$ cat src/rtl/sqrt_pkg.sv
// Shared types and width helpers for the sequential integer square-root unit.
package sqrt_pkg;

   typedef enum logic [1:0] {
      IDLE,
      BUSY,
      DONE
   } state_t;

   function automatic int root_w(input int width);
      return width / 2;
   endfunction

   function automatic int rem_w(input int width);
      return width / 2 + 1;
   endfunction

   function automatic int iter_n(input int width, input int steps);
      return width / (2 * steps);
   endfunction

endpackage

$ cat src/rtl/sqrt_step.sv
// One restoring square-root digit step: brings in two operand bits and
// resolves one root bit.
module sqrt_step #(
   parameter int ROOT_W = 8
) (
   input  logic [ROOT_W:0]   r_in,
   input  logic [ROOT_W-1:0] q_in,
   input  logic [1:0]        bits,
   output logic [ROOT_W:0]   r_out,
   output logic [ROOT_W-1:0] q_out
);

   logic [ROOT_W+1:0] r_sh;
   logic [ROOT_W+1:0] t;
   logic [ROOT_W+1:0] diff;
   logic              ge;
   logic              unused_hi;

   // Before any step the partial root has at most ROOT_W-1 bits and r <= 2q,
   // so the top bits of r_in and q_in are zero and ROOT_W+2 bits hold r', t exactly.
   assign r_sh = {r_in[ROOT_W-1:0], bits};
   assign t    = {q_in[ROOT_W-2:0], 2'b01};
   assign ge   = (r_sh >= t);
   assign diff = r_sh - t;

   assign r_out = ge ? diff[ROOT_W:0] : r_sh[ROOT_W:0];
   assign q_out = {q_in[ROOT_W-2:0], ge};

   assign unused_hi = ^{r_in[ROOT_W], q_in[ROOT_W-1], diff[ROOT_W+1]};

endmodule

$ cat src/rtl/sqrt_seq.sv
// Multi-cycle floor(sqrt(x)) unit with remainder, STEPS root bits per clock,
// valid/ready handshakes on operand and result sides.
module sqrt_seq
   import sqrt_pkg::*;
#(
   parameter int WIDTH = 16,
   parameter int STEPS = 1,
   localparam int ROOT_W = root_w(WIDTH),
   localparam int REM_W  = rem_w(WIDTH)
) (
   input  logic              clk,
   input  logic              reset,
   input  logic              in_valid,
   output logic              in_ready,
   input  logic [WIDTH-1:0]  x,
   output logic              out_valid,
   input  logic              out_ready,
   output logic [ROOT_W-1:0] root,
   output logic [REM_W-1:0]  rem
);

   localparam int N     = iter_n(WIDTH, STEPS);
   localparam int CNT_W = (N > 1) ? $clog2(N) : 1;

   state_t            state, state_nx;
   logic [CNT_W-1:0]  cnt;
   logic [WIDTH-1:0]  xs;
   logic [REM_W-1:0]  r_acc;
   logic [ROOT_W-1:0] q_acc;
   logic [REM_W-1:0]  r_last;
   logic [ROOT_W-1:0] q_last;

   // Cascade of STEPS combinational steps, each consuming the next operand bit pair.
   for (genvar i = 0; i < STEPS; i++) begin : g_step
      logic [REM_W-1:0]  r_i, r_o;
      logic [ROOT_W-1:0] q_i, q_o;

      if (i == 0) begin : g_first
         assign r_i = r_acc;
         assign q_i = q_acc;
      end else begin : g_next
         assign r_i = g_step[i-1].r_o;
         assign q_i = g_step[i-1].q_o;
      end

      sqrt_step #(.ROOT_W(ROOT_W)) u_step (
         .r_in  (r_i),
         .q_in  (q_i),
         .bits  (xs[WIDTH-1-2*i -: 2]),
         .r_out (r_o),
         .q_out (q_o)
      );
   end

   assign r_last = g_step[STEPS-1].r_o;
   assign q_last = g_step[STEPS-1].q_o;

   always_ff @(posedge clk or posedge reset) begin
      if (reset) state <= IDLE;
      else       state <= state_nx;
   end

   always_comb begin
      // NOTE: every output of this block gets a default first, so no path can infer a latch.
      state_nx  = state;
      in_ready  = 1'b0;
      out_valid = 1'b0;
      unique case (state)
         IDLE: begin
            in_ready = 1'b1;
            if (in_valid) state_nx = BUSY;
         end
         BUSY: begin
            if (cnt == '0) state_nx = DONE;
         end
         DONE: begin
            out_valid = 1'b1;
            if (out_ready) state_nx = IDLE;
         end
         default: state_nx = IDLE;
      endcase
   end

   // NOTE: sequential state uses non-blocking assignments so every register samples pre-edge values.
   always_ff @(posedge clk or posedge reset) begin
      if (reset) begin
         cnt   <= '0;
         xs    <= '0;
         r_acc <= '0;
         q_acc <= '0;
         root  <= '0;
         rem   <= '0;
      end else begin
         unique case (state)
            IDLE: begin
               if (in_valid) begin
                  xs    <= x;
                  r_acc <= '0;
                  q_acc <= '0;
                  cnt   <= CNT_W'(N - 1);
               end
            end
            BUSY: begin
               xs    <= xs << (2 * STEPS);
               r_acc <= r_last;
               q_acc <= q_last;
               if (cnt == '0) begin
                  root <= q_last;
                  rem  <= r_last;
               end else begin
                  cnt <= cnt - 1'b1;
               end
            end
            default: ;
         endcase
      end
   end

endmodule

$ cat config.mk
export PLATFORM = sky130hd
export DESIGN_NAME = sqrt_seq
export DESIGN_NICKNAME = d
export VERILOG_FILES = /design/src/rtl/sqrt_pkg.sv /design/src/rtl/sqrt_step.sv /design/src/rtl/sqrt_seq.sv
export SDC_FILE = /design/constraint.sdc
export NUM_CORES = 1
export LEC_CHECK = 0
export BUFFER_PORTS_ARGS = -buffer_cell sky130_fd_sc_hd__buf_2
export CAP_MARGIN = 40
export CORE_MARGIN = 4
export CORE_UTILIZATION = 61
export CTS_CLUSTER_SIZE = 12
export DETAILED_ROUTE_END_ITERATION = 10
export GPL_ROUTABILITY_DRIVEN = 0
export PLACE_DENSITY = 0.84
export SYNTH_ARGS = -nofsm -noshare
export SYNTH_HDL_FRONTEND = slang
export SYNTH_SLANG_ARGS = --single-unit
$ cat constraint.sdc
create_clock -name clk -period 3.3 [get_ports clk]
set_clock_uncertainty 0.2 [all_clocks]
set_input_delay 0.66 -clock clk [delete_from_list [all_inputs] [get_ports clk]]
set_output_delay 0.66 -clock clk [all_outputs]
set_load 0.02 [all_outputs]
==> Word-level counts from Yosys, hierarchy flattened <==
Cells that the tools add are included.
{ "classes": {"add_sub_neg": 2, "mul": 0, "div_mod_pow": 0, "n_lt_le_gt_ge": 1, "n_eq_ne": 6, "n_shift": 0, "n_mux": 16, "bitwise": 0, "n_reduce_logical": 7} }
{ "ops": {"columns": ["cell", "count"], "rows": [
  ["one-hot mux 16 bit (2 select lines)", 1],
  ["2-to-1 mux 16 bit", 1],
  ["one-hot mux 8 bit (2 select lines)", 1],
  ["one-hot mux 7 bit (2 select lines)", 1],
  ["greater-or-equal comparator 10 x 9 -> 1 bit", 1],
  ["2-to-1 mux 9 bit", 1],
  ["subtractor 9 bit", 1],
  ["2-to-1 mux 8 bit", 1],
  ["inequality test 2 bit (second input constant)", 4],
  ["2-to-1 mux 7 bit", 1],
  ["2-to-1 mux 2 bit", 3],
  ["2-to-1 mux 3 bit", 2],
  ["one-hot mux 2 bit (3 select lines)", 1],
  ["one-hot mux 3 bit (2 select lines)", 1],
  ["AND reduction 3 bit", 2],
  ["AND reduction 2 bit", 2],
  ["logical NOT 3 bit", 1],
  ["subtractor 3 x 1 -> 3 bit (second input constant)", 1],
  ["equality test 2 x 1 -> 1 bit (second input constant)", 1],
  ["equality test 2 bit (second input constant)", 1],
  ["logical NOT 2 bit", 1],
  ["2-to-1 mux 1 bit", 2],
  ["nonzero test 2 bit", 1]
]} }
{ "totals": {"register_bits": 53, "latchBits": 0, "mem_bits_rw": 0, "mem_bits_ro": 0, "output_inout_bits": 19, "wordCells": 39, "mem_count": 0} }

==> Depth between registers and ports, before layout <==
{ "logic_depth": {"word_depth": 3, "mapped_depth": 9, "mapped_depth_nobuf": 7} }

==> Cells and area by module <==
Synthesis repeated with hierarchy kept, for this count alone.
{ "hier_totals": {"cells_unflattened": 237, "hier_area_um2": 2781.4} }
{ "modules_own_cells": {"columns": ["module", "instances", "cells_per_inst", "area_per_inst_um2"], "rows": [
  ["sqrt_seq", 1, 165, 2212.1],
  ["sqrt_step", 1, 72, 569.3]
]} }

==> Worst setup path after synthesis <==
Ideal clock, no wire load.
{ "synth_timing": {"kind": "register -> register", "startpoint": "register r_acc[5], in the netlist g_step[0].r_i[5]", "endpoint": "register rem[2]", "setup_ps": 124, "arrival_ps": 1766, "path_slack_ps": 1210, "path_stages_with_launch": 9, "path_buffers": 2, "synth_period_minus_slack_ps": 2090, "path_cell_list": "dfrtp_1 -> ha_1 -> buf_6 -> a21oi_4 -> o221ai_2 -> a21oi_4 -> buf_8 -> mux2i_1 -> o21ai_1"} }
{ "synth_via": {"elab_chain_len": 2} }
{ "synth_lines": {"columns": ["element", "line", "source"], "rows": [
  ["from (decl)", "sqrt_seq.sv:28", "logic [REM_W-1:0] r_acc;"],
  ["from (signal assigned)", "sqrt_seq.sv:105", "r_acc <= r_last;"],
  ["greater-or-equal comparator 10 x 9 -> 1 bit", "sqrt_step.sv:23", "assign ge = (r_sh >= t);"],
  ["2-to-1 mux 9 bit", "sqrt_step.sv:26", "assign r_out = ge ? diff[ROOT_W:0] : r_sh[ROOT_W:0];"],
  ["to (signal assigned)", "sqrt_seq.sv:109", "rem <= r_last;"],
  ["to (decl)", "sqrt_seq.sv:19", "output logic [REM_W-1:0] rem"]
]} }
Every way passes these cells.
A chain may end at the register's enable or synchronous reset.

==> Worst setup path in the final report <==
{ "layout_timing": {"startpoint": "register r_acc[3], in the netlist g_step[0].r_i[3]", "endpoint": "register r_acc[5], in the netlist g_step[0].r_i[5]"} }
{ "layout_via": {"elab_chain_len": 3} }
{ "layout_lines": {"columns": ["element", "line", "source"], "rows": [
  ["subtractor 9 bit or greater-or-equal comparator 10 x 9 -> 1 bit (tied branches)", "sqrt_step.sv:24, sqrt_step.sv:23", null],
  ["2-to-1 mux 9 bit (*)", "sqrt_step.sv:26", null],
  ["one-hot mux 8 bit (2 select lines) (*)", "sqrt_seq.sv:94", "unique case (state)"]
]} }
Every way passes the cells marked *; elsewhere a longest branch is shown, timed or not.

==> run metrics <==
critical path class=reg2reg; vias in the first global route=1,899; FMAX=0.405 GHz; core box area=4350 sq um; first-pass detailed-route iteration total=4; Critical-path top delay cell=a21oi_4; clk sinks=53; die footprint=about 5600 sq um; worst-path cell chain=ha_1 > a21oi_1 > o221ai_2 > a21oi_4 > mux2i_1 > o21ai_0; max incr delay on CP=0.46 ns; PD cells=between 1000 and 1500 nW/um^2; Boundary Pins=39; fillcell total=329; post-layout min period=2.47 ns; Tot GR Track Use=roughly a fifth; Worst R2R Setup Slack=about 0.83 ns; CTS tree=yes; dpl hpwl=3.77 mm; relative slew slack=62.1%; die height=74.9 microns; # setup viols final=0; Crit path required time=about 3.3 ns; Post-Syn Instances=282; worst slew pin tran=0.567 ns; DRT Wirelength=about 5.0 mm; CP startpoint=g_step[0].r_i[3]$_DFFE_PP0P_; total power=3540 uW; postcts setup bufs=0; post-synthesis register bit count=53; initial DRC count=between 100 and 150; drt drc=0; starting density of the core=a little over three fifths; largest net degree at the start of global routing=45; most frequent cells in the layout=dfrtp_1, nand2_1, o21ai_0; first-pass GRT wire length=8.71 mm; number of buffers created by CTS=5; area grow syn2layout=11.7%; period utilisation layout=74.9%; Max Cap Violations=0; VDD IR-drop max=0.000519 V; static leakage=about 0.0014 uW; vias per inst=between 5 and 6; most common cell after layout, fill and taps aside=dfrtp_1; initial antenna violation count=0; Final Max Tran Viols=0; Yosys warning count=0; die width=74.9 microns; Post-Syn Area=around 2700 sq um; hold slack=0.202 ns; H-tree levels=2; row cnt=24; clock-pin slew on the worst setup and hold paths=0.09 ns; nets=350; post-CTS sizing=0; Max Fanout on Critical Path=15; average size of a mapped cell=9.67 sq um; sequential area share after synthesis=48.6%; Worst-Skew Late Latency=0.30 ns; Setup TNS=0 ns; dpl cells=364; n_diodes=0; RSZ-0062 raised after global routing=false; DR WL/cell=13.6 microns; Post-DRT Antenna Nets=0; startpoint types=flip-flop; DP Worst Slack=between 0.8 and 0.9 ns; layout cells sized above 1=19.1%; worst flop-to-flop path startpoint=g_step[0].r_i[3]$_DFFE_PP0P_; Synth cell types=between 40 and 50; grt ovf=0; Root Driver=clkbuf_8; I/O Buffers=38; fin worst setup slack=slightly above 0.8 ns; CP endpoint kind=flip-flop; Syn Nets=between 300 and 400; final hold violations=0; worst hold path class=in2async; status=complete, no violations; CTS hold repair buffers=0; CTS Buffer Depth=2; post-route insts no fill=approximately 370; WP data arrival=~2.5 ns; routed vias=2,044
[critical path: cells and delay by family (launching register included)]
kind                     cells  cell delay [ns]
AO/OA/AOI/OAI                4             1.01
adder cells (fa/ha/maj)      1             0.39
flip-flops                   1             0.41
multiplexers                 1             0.34
[metrics by stage]
stage               utilization (%)  instance area (sq um)
detailed placement             68.0                   2960
global placement               67.6                   2940
floorplan                         -                   2730
CTS                            69.9                   3050
finish                         69.9                   3050
global route                   69.9                   3050
[cells in the mapped netlist]
cell	number	share of area [%]
o2bb2ai_1	1	0.32
o21bai_1	1	0.28
a22oi_1	1	0.28
xnor2_2	1	0.60
nor3_1	3	0.55
xnor2_1	2	0.64
nand3_1	2	0.37
nor2_1	12	1.7
inv_1	15	2.1
o21ai_1	3	0.55
nor2b_1	7	1.6
buf_1	1	0.14
dfrtp_1	53	49
buf_4	1	0.28
clkbuf_2	1	0.18
o31ai_1	2	0.55
nand2b_1	4	0.92
o221ai_2	1	0.55
and3_1	1	0.23
a21oi_4	2	1.2
mux2i_1	20	7.3
a32oi_1	1	0.32
o211ai_1	2	0.55
and2_1	3	0.69
nand2_1	48	6.6
o21ai_0	45	8.3
clkbuf_1	5	0.69
and4_1	1	0.32
ha_1	11	5.0
a2111oi_2	1	0.55
buf_8	1	0.55
a31oi_1	1	0.23
or3_1	1	0.23
buf_6	1	0.41
o21ai_2	2	0.64
mux2_4	1	0.55
a21oi_1	11	2.0
o2111ai_1	1	0.32
o21a_1	1	0.28
xor2_1	3	0.96
a221o_1	1	0.37
buf_2	5	0.92
a211oi_1	2	0.55
[path summary, 6_finish.rpt]
path                            depth (start not counted)                           end
worst min-delay path                                    2             xs[5]$_DFFE_PP0P_
worst max register to register                          6  g_step[0].r_i[5]$_DFFE_PP0P_
worst min register to register                          2            rem[0]$_DFFE_PP0P_
worst max-delay path                                    6  g_step[0].r_i[5]$_DFFE_PP0P_
min in group clk                                        2            rem[0]$_DFFE_PP0P_
max in group asynchronous                               3           root[6]$_DFFE_PP0P_
[routing by layer]
layer,track usage (%),wire length [microns],vias to the layer above,part of all wire [%]
met1,27.9,2370,943,47
met2,32.0,2370,57,47
met5,0,0,-,0
met3,4.14,271,4,5.4
met4,5.53,41,0,0.81
li1,-,-,1040,-
[layout make-up]
class | instances | area [sq um] | share of cell area (%)
Inverter | 15 | 56.3 | 1.85
Multi-Input combinational cell | 199 | 1260 | 41.4
Sequential cell | 53 | 1330 | 43.5
Clock buffer | 7 | 86.3 | 2.83
Tap cell | 52 | 65.1 | 2.14
Timing Repair Buffer | 45 | 250 | 8.22
[cell families after synthesis]
kind of cell,count (synthesis),share of synthesized area (%)
simple gates,82,13.2
compound gates,79,17.8
flops,53,48.6
buf+inv,30,5.23
mux,21,7.89
fa+ha+maj,11,5.05
xor+xnor,6,2.20
[flip-flops by register name, summed over array words and instances, names as in the netlist]
register    count
state           2
g_step.r_i      8
xs             16
g_step.q_i      7
cnt             3
root            8
rem             9
[report_power, final]
group / switching, uW / leakage (uW) / internal [uW]
combinational: 1220 / 0.000736 / 824
clock: 195 / 0.0000443 / 167
sequential: 182 / 0.000663 / 958
Power figures use the tool's default switching activity.
